[config.mk]
export PLATFORM = sky130hd
export DESIGN_NAME = fb_kbd_term
export DESIGN_NICKNAME = d
export VERILOG_FILES = /design/src/rtl/fb_kbd_term.sv
export SDC_FILE = /design/constraint.sdc
export NUM_CORES = 1
export LEC_CHECK = 0
export ABC_CLOCK_PERIOD_IN_PS = 2580
export CORE_MARGIN = 5
export CORE_UTILIZATION = 50
export CTS_CLUSTER_SIZE = 12
export DETAILED_ROUTE_END_ITERATION = 8
export PLACE_DENSITY = 0.78
export SLEW_MARGIN = 15
export SYNTH_ARGS = -nofsm -noshare
export SYNTH_HDL_FRONTEND = slang
export SYNTH_SLANG_ARGS = --single-unit
[constraint.sdc]
create_clock -name clk -period 2.58 [get_ports clk]
set_input_delay 0.258 -clock clk [delete_from_list [all_inputs] [get_ports clk]]
set_output_delay 0.258 -clock clk [all_outputs]
set_load 0.03 [all_outputs]
[src/rtl/fb_kbd_term.sv]
// Keyboard/terminal MMIO peripheral: receive FIFO for keyboard bytes, handshaked terminal output.
// Optional FB_KBD_ECHO_EN: echo each pushed keyboard byte to the terminal when tx is idle.
module fb_kbd_term #(
    parameter int unsigned FIFO_DEPTH = 8
) (
    input  logic        clk,
    input  logic        rst_n,
    input  logic        io_sel,
    input  logic [1:0]  io_reg,
    input  logic        io_re,
    input  logic        io_we,
    input  logic [31:0] io_wdata,
    output logic [31:0] io_rdata,
    input  logic        kb_valid,
    input  logic [7:0]  kb_data,
    output logic        term_valid,
    output logic [7:0]  term_data,
    input  logic        term_ready
);
    localparam int unsigned AW = $clog2(FIFO_DEPTH);
    localparam int unsigned CW = AW + 1;

    typedef enum logic [0:0] {StIdle, StBusy} tx_state_e;

    logic [7:0]    mem_q [FIFO_DEPTH];
    logic [AW-1:0] wr_ptr_q, rd_ptr_q;
    logic [CW-1:0] count_q, count_d;
    logic          ovf_q;
    tx_state_e     tx_state_q;
    logic          term_valid_q;
    logic [7:0]    term_data_q;
    logic [31:0]   rdata_q, rdata_d;

    logic          acc_re, acc_we;
    logic          rx_empty, rx_full;
    logic          pop, push, ovf_set, ovf_clr;
    logic          data_wr, echo_ld;
    logic [6:0]    cnt7;
    logic [31:0]   status;
    logic          unused_wdata;

    assign unused_wdata = ^io_wdata[31:8];

    always_comb begin
        acc_re   = io_sel & io_re;
        acc_we   = io_sel & io_we;
        rx_empty = (count_q == '0);
        rx_full  = (count_q == CW'(FIFO_DEPTH));
        pop      = acc_re && (io_reg == 2'd2) && !rx_empty;
        // A pop in the same cycle frees a slot, so a full FIFO still accepts the push.
        push     = kb_valid && (!rx_full || pop);
        ovf_set  = kb_valid && rx_full && !pop;
        ovf_clr  = acc_we && (io_reg == 2'd0) && io_wdata[3];
        data_wr  = acc_we && (io_reg == 2'd1) && (tx_state_q == StIdle);

        count_d = count_q;
        if (push && !pop) begin
            count_d = count_q + CW'(1);
        end else if (pop && !push) begin
            count_d = count_q - CW'(1);
        end

        cnt7   = 7'(count_q);
        status = {17'b0, cnt7, 4'b0, ovf_q, term_valid_q, rx_full, !rx_empty};

        rdata_d = rdata_q;
        if (acc_re) begin
            case (io_reg)
                2'd0:    rdata_d = status;
                2'd1:    rdata_d = {24'b0, term_data_q};
                2'd2:    rdata_d = rx_empty ? 32'b0 : {24'b0, mem_q[rd_ptr_q]};
                default: rdata_d = 32'b0;
            endcase
        end
    end

`ifdef FB_KBD_ECHO_EN
    assign echo_ld = push && (tx_state_q == StIdle) && !data_wr;
`else
    assign echo_ld = 1'b0;
`endif

    always_ff @(posedge clk) begin
        if (push) begin
            mem_q[wr_ptr_q] <= kb_data;
        end
    end

    always_ff @(posedge clk) begin
        if (!rst_n) begin
            wr_ptr_q <= '0;
            rd_ptr_q <= '0;
            count_q  <= '0;
            ovf_q    <= 1'b0;
            rdata_q  <= 32'b0;
        end else begin
            if (push) wr_ptr_q <= wr_ptr_q + AW'(1);
            if (pop)  rd_ptr_q <= rd_ptr_q + AW'(1);
            count_q <= count_d;
            ovf_q   <= ovf_set | (ovf_q & ~ovf_clr);
            rdata_q <= rdata_d;
        end
    end

    // Busy is judged before the handshake, so a write on the completing cycle is dropped.
    always_ff @(posedge clk) begin
        if (!rst_n) begin
            tx_state_q   <= StIdle;
            term_valid_q <= 1'b0;
            term_data_q  <= 8'h00;
        end else begin
            case (tx_state_q)
                StIdle: begin
                    if (data_wr) begin
                        term_data_q  <= io_wdata[7:0];
                        term_valid_q <= 1'b1;
                        tx_state_q   <= StBusy;
                    end else if (echo_ld) begin
                        term_data_q  <= kb_data;
                        term_valid_q <= 1'b1;
                        tx_state_q   <= StBusy;
                    end
                end
                StBusy: begin
                    if (term_ready) begin
                        term_valid_q <= 1'b0;
                        tx_state_q   <= StIdle;
                    end
                end
                default: begin
                    term_valid_q <= 1'b0;
                    tx_state_q   <= StIdle;
                end
            endcase
        end
    end

    assign io_rdata   = rdata_q;
    assign term_valid = term_valid_q;
    assign term_data  = term_data_q;
endmodule

==> results.txt, run 1 <==
Outcome - finished, final reports clean
Share of the synthesized area in the top cell type - 44.9%
Global-route wire length before repair - 12200 um
Average instance area after synthesis - 14.9 um^2
Total half-perimeter wirelength after legalization and detailed placement - 5400 um
Post-Route Skew - 8.99 ps
Largest cells by area after synthesis - edfxtp_1, dfxtp_1, mux4_1
Final setup fails - 0
Post-route total power - 3.51 mW
Number of instances in the synthesized netlist - 287
Slew at the pin closest to its max-slew limit - 695 ps
CP Data Arrival Time - 2600 ps
Die height - 103 um
Buffer type at the clock tree root - clkbuf_8
Initial antenna violation count - 0
Worst min path class - primary input to flop
Maximum number of pins on one net before global-route repair - 20
Top flip-flop cell by instance count after synthesis - edfxtp_1
RSZ-0062 raised after global routing - no
Final Instance Area - 5060 um^2
Cell internal power dissipation - 2.53 mW
Sequential Power Share - 54.1%
Part of the total power dissipated in the clock network - 27.0%
Number of nets in the final layout - 405
Crit end category - flop
Placer's final routability congestion estimate - 0.748
DIE WIDTH - 103 um
Global route total overflow - 0
Total net switching power - 982 uW
Initial cell density of the core - 51.6%
Power density relative to cell area - 694 nW/um^2
Via density per instance - 5.32
TritonCTS clock tree - yes
Placeable core area - 8300 um^2
Total die area - 10500 um^2
First-iteration detailed-routing DRC count - 115
Number of fillers in the final layout - 626
Minimum clock period after layout - 2290 ps
Hold path endpoint - term_data[7]
Post-synthesis instance area - 4280 um^2
Count of final hold-check violations - 0
Share of layout cells above drive strength 1 - 14.1%
Final wirelength - 7720 um
Worst-Skew Late Latency - 370 ps
Worst Hold Slack - 494 ps
Number of max-slew violations in the final report - 0
Number of cells upsized or downsized after cts - 0
Synth async-reset ratio - 0%
Number of hold-repair buffers added at the cts stage - 0
Setup repair bufs after CTS - 0
CP Cell Sequence - nor4b_1 -> nand2_1 -> nand2_1 -> inv_2 -> ha_1 -> inv_1 -> ha_1 -> a21oi_1 -> a211oi_1 -> a31oi_1 -> mux2i_1
Critical path fanouts, max - 6
Core Rows - 33
Critical path's largest stage delay - 390 ps
Top Ports - 90
Most frequent cell after synthesis - edfxtp_1
Wire length per cell - 16.8 um
Part of the total power dissipated in combinational logic - 19.0%
Synth warn - 0
Required time of the critical path - 2880 ps
Switching share of power - 28.0%
Sequential fraction of the synthesis area - 61.7%
Min-Delay Path Depth - 3
CTS max path bufs - 2
Antenna diode count - 0
Rel. slew slack - 53.6%
Worst Reg2Reg Path Length in Cells - 11
TritonCTS Sinks - 100
Number of synthesized flops with an enable pin - 64
Post-DP Area - 4870 um^2
Number of vias in the routed layout - 2447
Total Routing Usage GR - 15.6%
Unique masters post-synth - 42
DRC errors left - 0
Static Leak - 1.79 nW
Start of the worst register-to-register path - count_q[1]
Total Negative Setup Slacks - 0 ps
Commonest cells in the synthesized netlist - edfxtp_1, dfxtp_1, buf_4
Via count of the first global-routing pass - 2394
Antenna violation net count after detailed routing - 0
Post-synthesis sequential element count - 100
Worst Hold Launch - io_wdata[7]
Reg-to-reg critical path endpoint - count_q[3]
Synth-to-layout area growth - 18.2%
Final worst-path cycle share - 88.9%
Count of input and output buffers - 45
Inserted Clock Buffers - 9
Maxcap violations - 0
Classification of the worst setup path - flop to flop
Fmax - 0.436 GHz
Largest vdd supply drop - 350 uV
Reg2Reg Setup Slack - 290 ps
Post-synthesis cell type with the largest combined area - edfxtp_1
Nature of the critical path startpoint - flop
Critical-path cell with the highest stage delay - dfxtp_1
Detailed-routing iteration count for the pre-antenna-repair pass - 5
CTS H-tree lvls - 3
Clock-pin transition on the worst setup and hold timing paths - 100 ps
-- per-stage QoR --
step	utilization (%)	cells	setup slack, ps
6_report	61.0	460	286
4_1_cts	61.0	460	231
2_1_floorplan	-	306	238
3_5_place_dp	58.6	444	69.5
5_1_grt	61.0	460	16.4
3_3_place_gp	58.6	444	82.3
-- how the worst max path moves through the flow --
stage,from,end
2_1_floorplan,count_q[0],count_q[3]
3_3_place_gp,io_reg[1],count_q[3]
3_5_place_dp,io_reg[1],count_q[3]
4_1_cts,count_q[1],count_q[3]
5_1_grt,count_q[1],count_q[3]
6_report,count_q[1],count_q[3]
-- metal layers --
metal / up-vias / part of all wire, % / track usage [%]
met2: 75 / 47 / 25.7
met5: - / 0 / 0
met4: 0 / 0.92 / 3.63
li1: 1175 / - / -
met3: 8 / 7.4 / 4.94
met1: 1189 / 44 / 20.4
-- cells in the final DEF, fill, tap and decap left out, drive strengths merged, types with 3 or more instances in the layout --
cell	netlist	final
mux2i	17	17
buf	28	24
mux2	7	7
ha	5	5
nand2b	4	4
dfxtp	36	36
a22oi	4	4
nor3	5	5
edfxtp	64	64
and2	7	7
nand3	4	4
a21oi	3	3
o21ai	3	3
mux4	16	16
nor2	3	3
o31ai	4	4
nor4	3	3
nor2b	15	15
clkdlybuf4s50	0	45
clkbuf	8	9
nand2	18	18
conb	1	20
a22o	11	11
inv	4	8
-- worst max-delay path, delay by kind of cell, from the launching register on --
family,cells,cell delay [ps]
AND/OR/NAND/NOR,3,600
adder cells (fa/ha/maj),2,460
buffers and inverters,2,130
multiplexers,1,190
AO/OA/AOI/OAI,3,470
flip-flops,1,390
-- state kept, by name (all words and copies together), names as in the netlist, named ones only --
register	count
count_q	4
io_rdata	12
mem_q	64
ovf_q	1
rd_ptr_q	3
term_data	8
term_valid	1
tx_state_q	1
wr_ptr_q	3
-- cell type report --
class	count	area, um^2	area share [%]
repair buffers	69	631	12.5
clock buffers	9	124	2.45
well taps	105	131	2.60
inverters	4	15.0	0.297
flip-flops and latches	100	2640	52.2
multi-input cells	166	1450	28.6
clock inverters	7	67.6	1.34
-- cells by family after synthesis --
logic type               count (synthesis)  synth area share (%)
flip-flops                             100                  61.7
AND/OR/NAND/NOR                         64                  8.24
multiplexers                            40                  15.5
buffers and inverters                   40                  6.11
AO/OA/AOI/OAI                           32                  5.61
adder cells (fa/ha/maj)                  6                  1.93
XOR/XNOR                                 4                 0.819
other                                    1                0.0876
-- power by group through the flow --
stage	Sequential (mW)	Clock [mW]	Combinational, mW
floorplan	1.94	0	0.420
global placement	1.93	0	0.647
detailed placement	1.93	0	0.668
CTS	1.90	0.967	0.672
global route	1.91	1.04	0.733
finish	1.90	0.946	0.666
Note: power is estimated with default switching activity, not from simulation.
==> run 2, diff against run 1 <==
- GPL_TIMING_DRIVEN: default -> 0
- SETUP_SLACK_MARGIN: default -> 0.4
==> results.txt, run 2 (synthesis results as in run 1) <==
Required time of the critical path - 2870 ps (about the same)
Switching share of power - 28.4% (+0.42 points)
Total half-perimeter wirelength after legalization and detailed placement - 5810 um (+7.6%)
Total Routing Usage GR - 15.9% (+0.33 points)
Category of cells accounting for the largest share of critical-path delay - simple AND/OR/NAND/NOR gates
Part of the total power dissipated in the clock network - 24.9% (-2.1 points)
CTS max path bufs - 2 (unchanged)
Placer's final routability congestion estimate - 0.735 (-1.8%)
Die height - 103 um (unchanged)
RSZ-0062 raised after global routing - yes
Worst setup path start - count_q[0]
Antenna diode count - 0 (unchanged)
Critical path's largest stage delay - 390 ps (about the same)
Via density per instance - 5.32 (about the same)
Slew at the pin closest to its max-slew limit - 882 ps (+186 ps)
Start of the worst register-to-register path - count_q[0]
Static Leak - 1.91 nW (+6.7%)
Critical path fanouts, max - 7 (+1)
Commonest cells after routing, fill and taps aside - edfxtp_1, clkdlybuf4s50_1, dfxtp_1
Nature of the critical path startpoint - flop
Initial antenna violation count - 0 (unchanged)
Minimum clock period after layout - 2140 ps (-152 ps)
Final worst-path cycle share - 83.0% (-5.9 points)
Final wirelength - 8330 um (+8.0%)
Classification of the worst setup path - flop to flop
Placeable core area - 8300 um^2 (unchanged)
Crit end category - flop
Via count of the first global-routing pass - 2379 (-0.63%)
Cell internal power dissipation - 2.60 mW (+3.0%)
Total die area - 10500 um^2 (unchanged)
Global-route wire length before repair - 12300 um (+0.67%)
Setup slack at placement - -409 ps (-479 ps)
Top Ports - 90 (unchanged)
Count of final hold-check violations - 0 (unchanged)
Global route total overflow - 0 (unchanged)
Outcome - finished, final reports clean
DRC errors left - 0 (unchanged)
Total net switching power - 1.03 mW (+5.2%)
Post-Route Skew - 9.41 ps (+0.420 ps)
Fmax - 0.467 GHz (+7.1%)
Power density relative to cell area - 685 nW/um^2 (-1.3%)
Number of flip-flops in the largest register - 64 (unchanged)
Largest vdd supply drop - 588 uV (+68%)
Worst-Skew Late Latency - 360 ps (about the same)
CP Cell Sequence - nor4b_4 -> nand2_1 -> nand2_2 -> inv_4 -> ha_2 -> inv_2 -> ha_4 -> a21oi_4 -> a211oi_1 -> a31oi_1 -> mux2i_1
Part of the total power dissipated in combinational logic - 21.5% (+2.5 points)
Worst Hold Launch - io_reg[1]
Crit path setup slack, layout - 438 ps (+152 ps)
Clock-pin transition on the worst setup and hold timing paths - 100 ps (about the same)
CTS H-tree lvls - 3 (unchanged)
First-iteration detailed-routing DRC count - 102 (-11%)
Most common library cell in the layout ignoring fill and taps - edfxtp_1
Share of layout cells above drive strength 1 - 22.3% (+8.3 points)
Wire length per cell - 17.3 um (+3.2%)
Initial cell density of the core - 51.6% (unchanged)
Number of vias in the routed layout - 2560 (+4.6%)
Synth-to-layout area growth - 24.1%
Number of nets in the final layout - 426 (+5.2%)
Register containing the most flip-flops in the final layout - mem_q
Worst min path class - primary input to flop
Sequential Power Share - 53.6% (-0.5 points)
Buffer type at the clock tree root - clkbuf_8
Critical-path cell with the highest stage delay - dfxtp_4
Placed insts - 457 (+2.9%)
Detailed-routing iteration count for the pre-antenna-repair pass - 4 (-1)
Maxcap violations - 0 (unchanged)
Inserted Clock Buffers - 9 (unchanged)
Maximum number of pins on one net before global-route repair - 19 (-5.0%)
Antenna violation net count after detailed routing - 0 (unchanged)
TritonCTS Sinks - 100 (unchanged)
Post-layout utilization of the core - 64.0% (+3.0 points)
CP Data Arrival Time - 2430 ps (-170 ps)
Number of max-slew violations in the final report - 0 (unchanged)
TritonCTS clock tree - yes
Final setup fails - 0 (unchanged)
DIE WIDTH - 103 um (unchanged)
Final std cells w/o fill - 481 (+4.6%)
Count of input and output buffers - 44 (-2.2%)
Rel. slew slack - 41.0% (-13 points)
Total buffers and inverters traversed by the critical path - 2 (unchanged)
Core Rows - 33 (unchanged)
-- run 2: power by group through the flow --
| stage | registers (mW) | clock network, mW | logic (mW) |
|---|---|---|---|
| final | 1.95 | 0.905 | 0.783 |
| after global routing | 1.96 | 1.01 | 0.845 |
| after floorplan | 1.96 | 0 | 0.448 |
| after CTS | 1.95 | 0.933 | 0.724 |
| after detailed placement | 1.97 | 0 | 0.653 |
| after global placement | 1.96 | 0 | 0.609 |
-- run 2: per-stage QoR --
stage / hold slack (ps) / power (mW) / area, um^2 / TNS (ps)
after floorplan: 357 / 2.41 / 4390 / 0
after global placement: 459 / 2.56 / 4960 / -37880
after detailed placement: 482 / 2.62 / 5010 / -11170
after CTS: 300 / 3.60 / 5280 / 0
after global routing: 371 / 3.82 / 5310 / 0
final: 348 / 3.64 / 5310 / 0
-- run 2: repair_timing --
action,in CTS,in global routing
resized for setup,15,3
hold buffers,0,0
buffers inserted,5,3
pin swaps,5,3
setup endpoints to repair,48,41
-- run 2: final timing paths --
kind,depth (start not counted),end,slack [ps]
worst max-delay path,11,count_q[3],440
worst min-delay path,3,io_rdata[0],350
worst max register to register,11,count_q[3],440
worst min register to register,2,rd_ptr_q[2],490
-- run 2: area by class of cell --
class                           instances  area (um^2)
Buffer                                 36          254
Sequential cell                       100         2660
Clock buffer                            9          124
Multi-Input combinational cell        166         1560
Timing Repair Buffer                   54          510
Tap cell                              105          131
Clock inverter                          7         58.8
Fill cell                             613         2990
Inverter                                4         17.5
-- run 2: metal layers --
layer	up-vias	GRT usage, %	wire length [um]
met5	-	0	0
met4	0	4.34	74
met3	5	5.01	613
met2	86	26.5	4020
met1	1242	20.3	3620
li1	1227	-	-
-- run 2: tightest hold or removal path, delay by kind of cell --
| kind | cells | cell delay [ps] |
|---|---|---|
| AOI/OAI and AO/OA | 2 | 230 |
| buffers and inverters | 1 | 180 |
==> run 3, diff against run 2 <==
- ABC_CLOCK_PERIOD_IN_PS: 2580 -> 1950
- CORE_UTILIZATION: 50 -> 46
- PLACE_DENSITY: 0.78 -> 0.76
- clock period: 2.58 -> 1.95 ns (I/O delays scaled with it)
==> results.txt, run 3 (synthesis results as in run 1) <==
Category of cells accounting for the largest share of critical-path delay - simple AND/OR/NAND/NOR gates
Number of vias in the routed layout - 2657 (+3.8%)
Total Routing Usage GR - 17.2% (+1.3 points)
Maximum number of pins on one net before global-route repair - 19 (unchanged)
Classification of the worst setup path - flop to flop
CTS max path bufs - 2 (unchanged)
Critical-path cell with the highest stage delay - dfxtp_4
TritonCTS Sinks - 100 (unchanged)
Commonest cells after routing, fill and taps aside - edfxtp_1, buf_4, dfxtp_1
Final worst-path cycle share - 106% (+23 points)
RSZ-0062 raised after global routing - yes
Worst Reg2Reg Path Length in Cells - 11 (unchanged)
DIE WIDTH - 106 um (+3.8%)
Post-layout utilization of the core - 62.3% (-1.7 points)
Buffer type at the clock tree root - clkbuf_8
Min-Delay Path Depth - 3 (unchanged)
Violated checks - negative setup slack
Global route total overflow - 0 (unchanged)
Final wirelength - 9320 um (+12%)
Total buffers and inverters traversed by the critical path - 2 (unchanged)
Final setup fails - 3 (+3)
Rel. slew slack - 55.5% (+15 points)
Maxcap violations - 0 (unchanged)
Via count of the first global-routing pass - 2725 (+15%)
TritonCTS clock tree - yes
Total Negative Setup Slacks - -211 ps (-211 ps)
Slew at the pin closest to its max-slew limit - 667 ps (-215 ps)
Global-route wire length before repair - 14700 um (+20%)
Detailed-routing iteration count for the pre-antenna-repair pass - 4 (unchanged)
Most common library cell in the layout ignoring fill and taps - edfxtp_1
Number of nets in the final layout - 446 (+4.7%)
Worst min path class - primary input to flop
Critical path fanouts, max - 3 (-4)
Worst-Skew Late Latency - 370 ps (about the same)
Post-route total power - 5.22 mW (+43%)
Count of cell instances traversed by the critical path - 11 (unchanged)
Crit end category - flop
Register containing the most flip-flops in the final layout - mem_q
Placed insts - 463 (+1.3%)
CTS H-tree lvls - 3 (unchanged)
Combined flip-flop and latch cell area - 2660 um^2 (+0.19%)
Setup slack at placement - -752 ps (-343 ps)
Crit path setup slack, layout - -124 ps (-562 ps)
Antenna diode count - 0 (unchanged)
Nature of the critical path startpoint - flop
Via density per instance - 5.24 (-1.5%)
Total die area - 11300 um^2 (+7.8%)
CP Data Arrival Time - 2380 ps (-50 ps)
Footprint of the multi-input gates - 1670 um^2 (+7.2%)
Post-Route Skew - 9.44 ps (+0.0278 ps)
Static Leak - 2.17 nW (+14%)
DRC errors left - 0 (unchanged)
Antenna violation net count after detailed routing - 0 (unchanged)
Number of max-slew violations in the final report - 0 (unchanged)
Wire length per cell - 18.4 um (+6.1%)
Placeable core area - 9150 um^2 (+10%)
Required time of the critical path - 2250 ps (-620 ps)
Outcome - complete, but fails checks
Initial antenna violation count - 0 (unchanged)
Initial cell density of the core - 46.8% (-4.8 points)
Number of hold-repair buffers added at the cts stage - 0 (unchanged)
Minimum clock period after layout - 2070 ps (-67.9 ps)
Total half-perimeter wirelength after legalization and detailed placement - 5720 um (-1.5%)
First-iteration detailed-routing DRC count - 139 (+36%)
Final std cells w/o fill - 507 (+5.4%)
Top Ports - 90 (unchanged)
Die height - 106 um (+3.8%)
Fmax - 0.482 GHz (+3.3%)
CP Cell Sequence - nor4b_4 -> nand2_1 -> nand2_4 -> inv_6 -> ha_4 -> inv_4 -> ha_4 -> a21oi_4 -> a211oi_2 -> a31oi_1 -> mux2i_1
Synth-to-layout area growth - 33.3%
Share of layout cells above drive strength 1 - 33.3% (+11 points)
Inserted Clock Buffers - 9 (unchanged)
Critical path's largest stage delay - 380 ps (about the same)
Power density relative to cell area - 914 nW/um^2 (+34%)
Number of fillers in the final layout - 682 (+11%)
Number of flip-flops in the largest register - 64 (unchanged)
Placer's final routability congestion estimate - 0.724 (-1.5%)
Most frequent cell on the critical path - ha_4
Core Rows - 35 (+6.1%)
Clock-pin transition on the worst setup and hold timing paths - 100 ps (about the same)
Count of final hold-check violations - 0 (unchanged)
Largest vdd supply drop - 652 uV (+11%)
Count of input and output buffers - 44 (unchanged)
[run 3: changes by cell type in the layout (fill, tap and decap cells not counted), sizes merged]
cell           previous run  this run
buf                      37        59
clkbuf                   18        17
clkdlybuf4s50            42        20
clkinv                    3         2
dlygate4sd2               2        24
[run 3: tightest hold or removal path: stages]
cell and delay (ps):
buf_2 180, a211o_1 160, a21oi_2 50
[run 3: report_power, final]
part	switching [mW]	total (mW)	internal, mW
clock network	0.749	1.24	0.489
logic	0.631	1.38	0.749
registers	0.163	2.60	2.43
total	1.54	5.22	3.67
[run 3: what timing repair did]
action | CTS | global route
endpoints found under the setup margin | 104 | 81
gates resized for setup | 72 | 13
buffers inserted | 24 | 3
cloned | 1 | 0
pin swaps | 22 | 14
hold endpoints to repair | 0 | 0
[run 3: path summary, 6_finish.rpt]
check                     end       start  slack, ps
setup / recovery   count_q[3]  count_q[1]       -120
hold / removal    io_rdata[0]   io_reg[1]        260
setup reg to reg   count_q[3]  count_q[1]       -120
hold reg to reg         ovf_q       ovf_q        480
[run 3: final cells by class]
cell class                      instances  share of cell area [%]
Sequential cell                       100                    46.6
Multi-Input combinational cell        166                    29.3
Timing Repair Buffer                   74                    13.0
Buffer                                 36                    4.98
Tap cell                              111                    2.43
Clock buffer                           10                    2.24
Clock inverter                          6                   0.987
Inverter                                4                   0.395
[run 3: metal layers]
metal	vias up	track usage [%]	wire length (um)
met5	-	0	0
met4	0	4.84	149
met3	14	4.74	652
met2	91	29.5	4670
met1	1313	21.4	3840
li1	1239	-	-
[run 3: stage by stage]
step / instance area [um^2] / hold slack, ps
floorplan: 4490 / 294
global placement: 5070 / 459
detailed placement: 5090 / 472
CTS: 5640 / 239
global route: 5710 / 275
finish: 5710 / 257
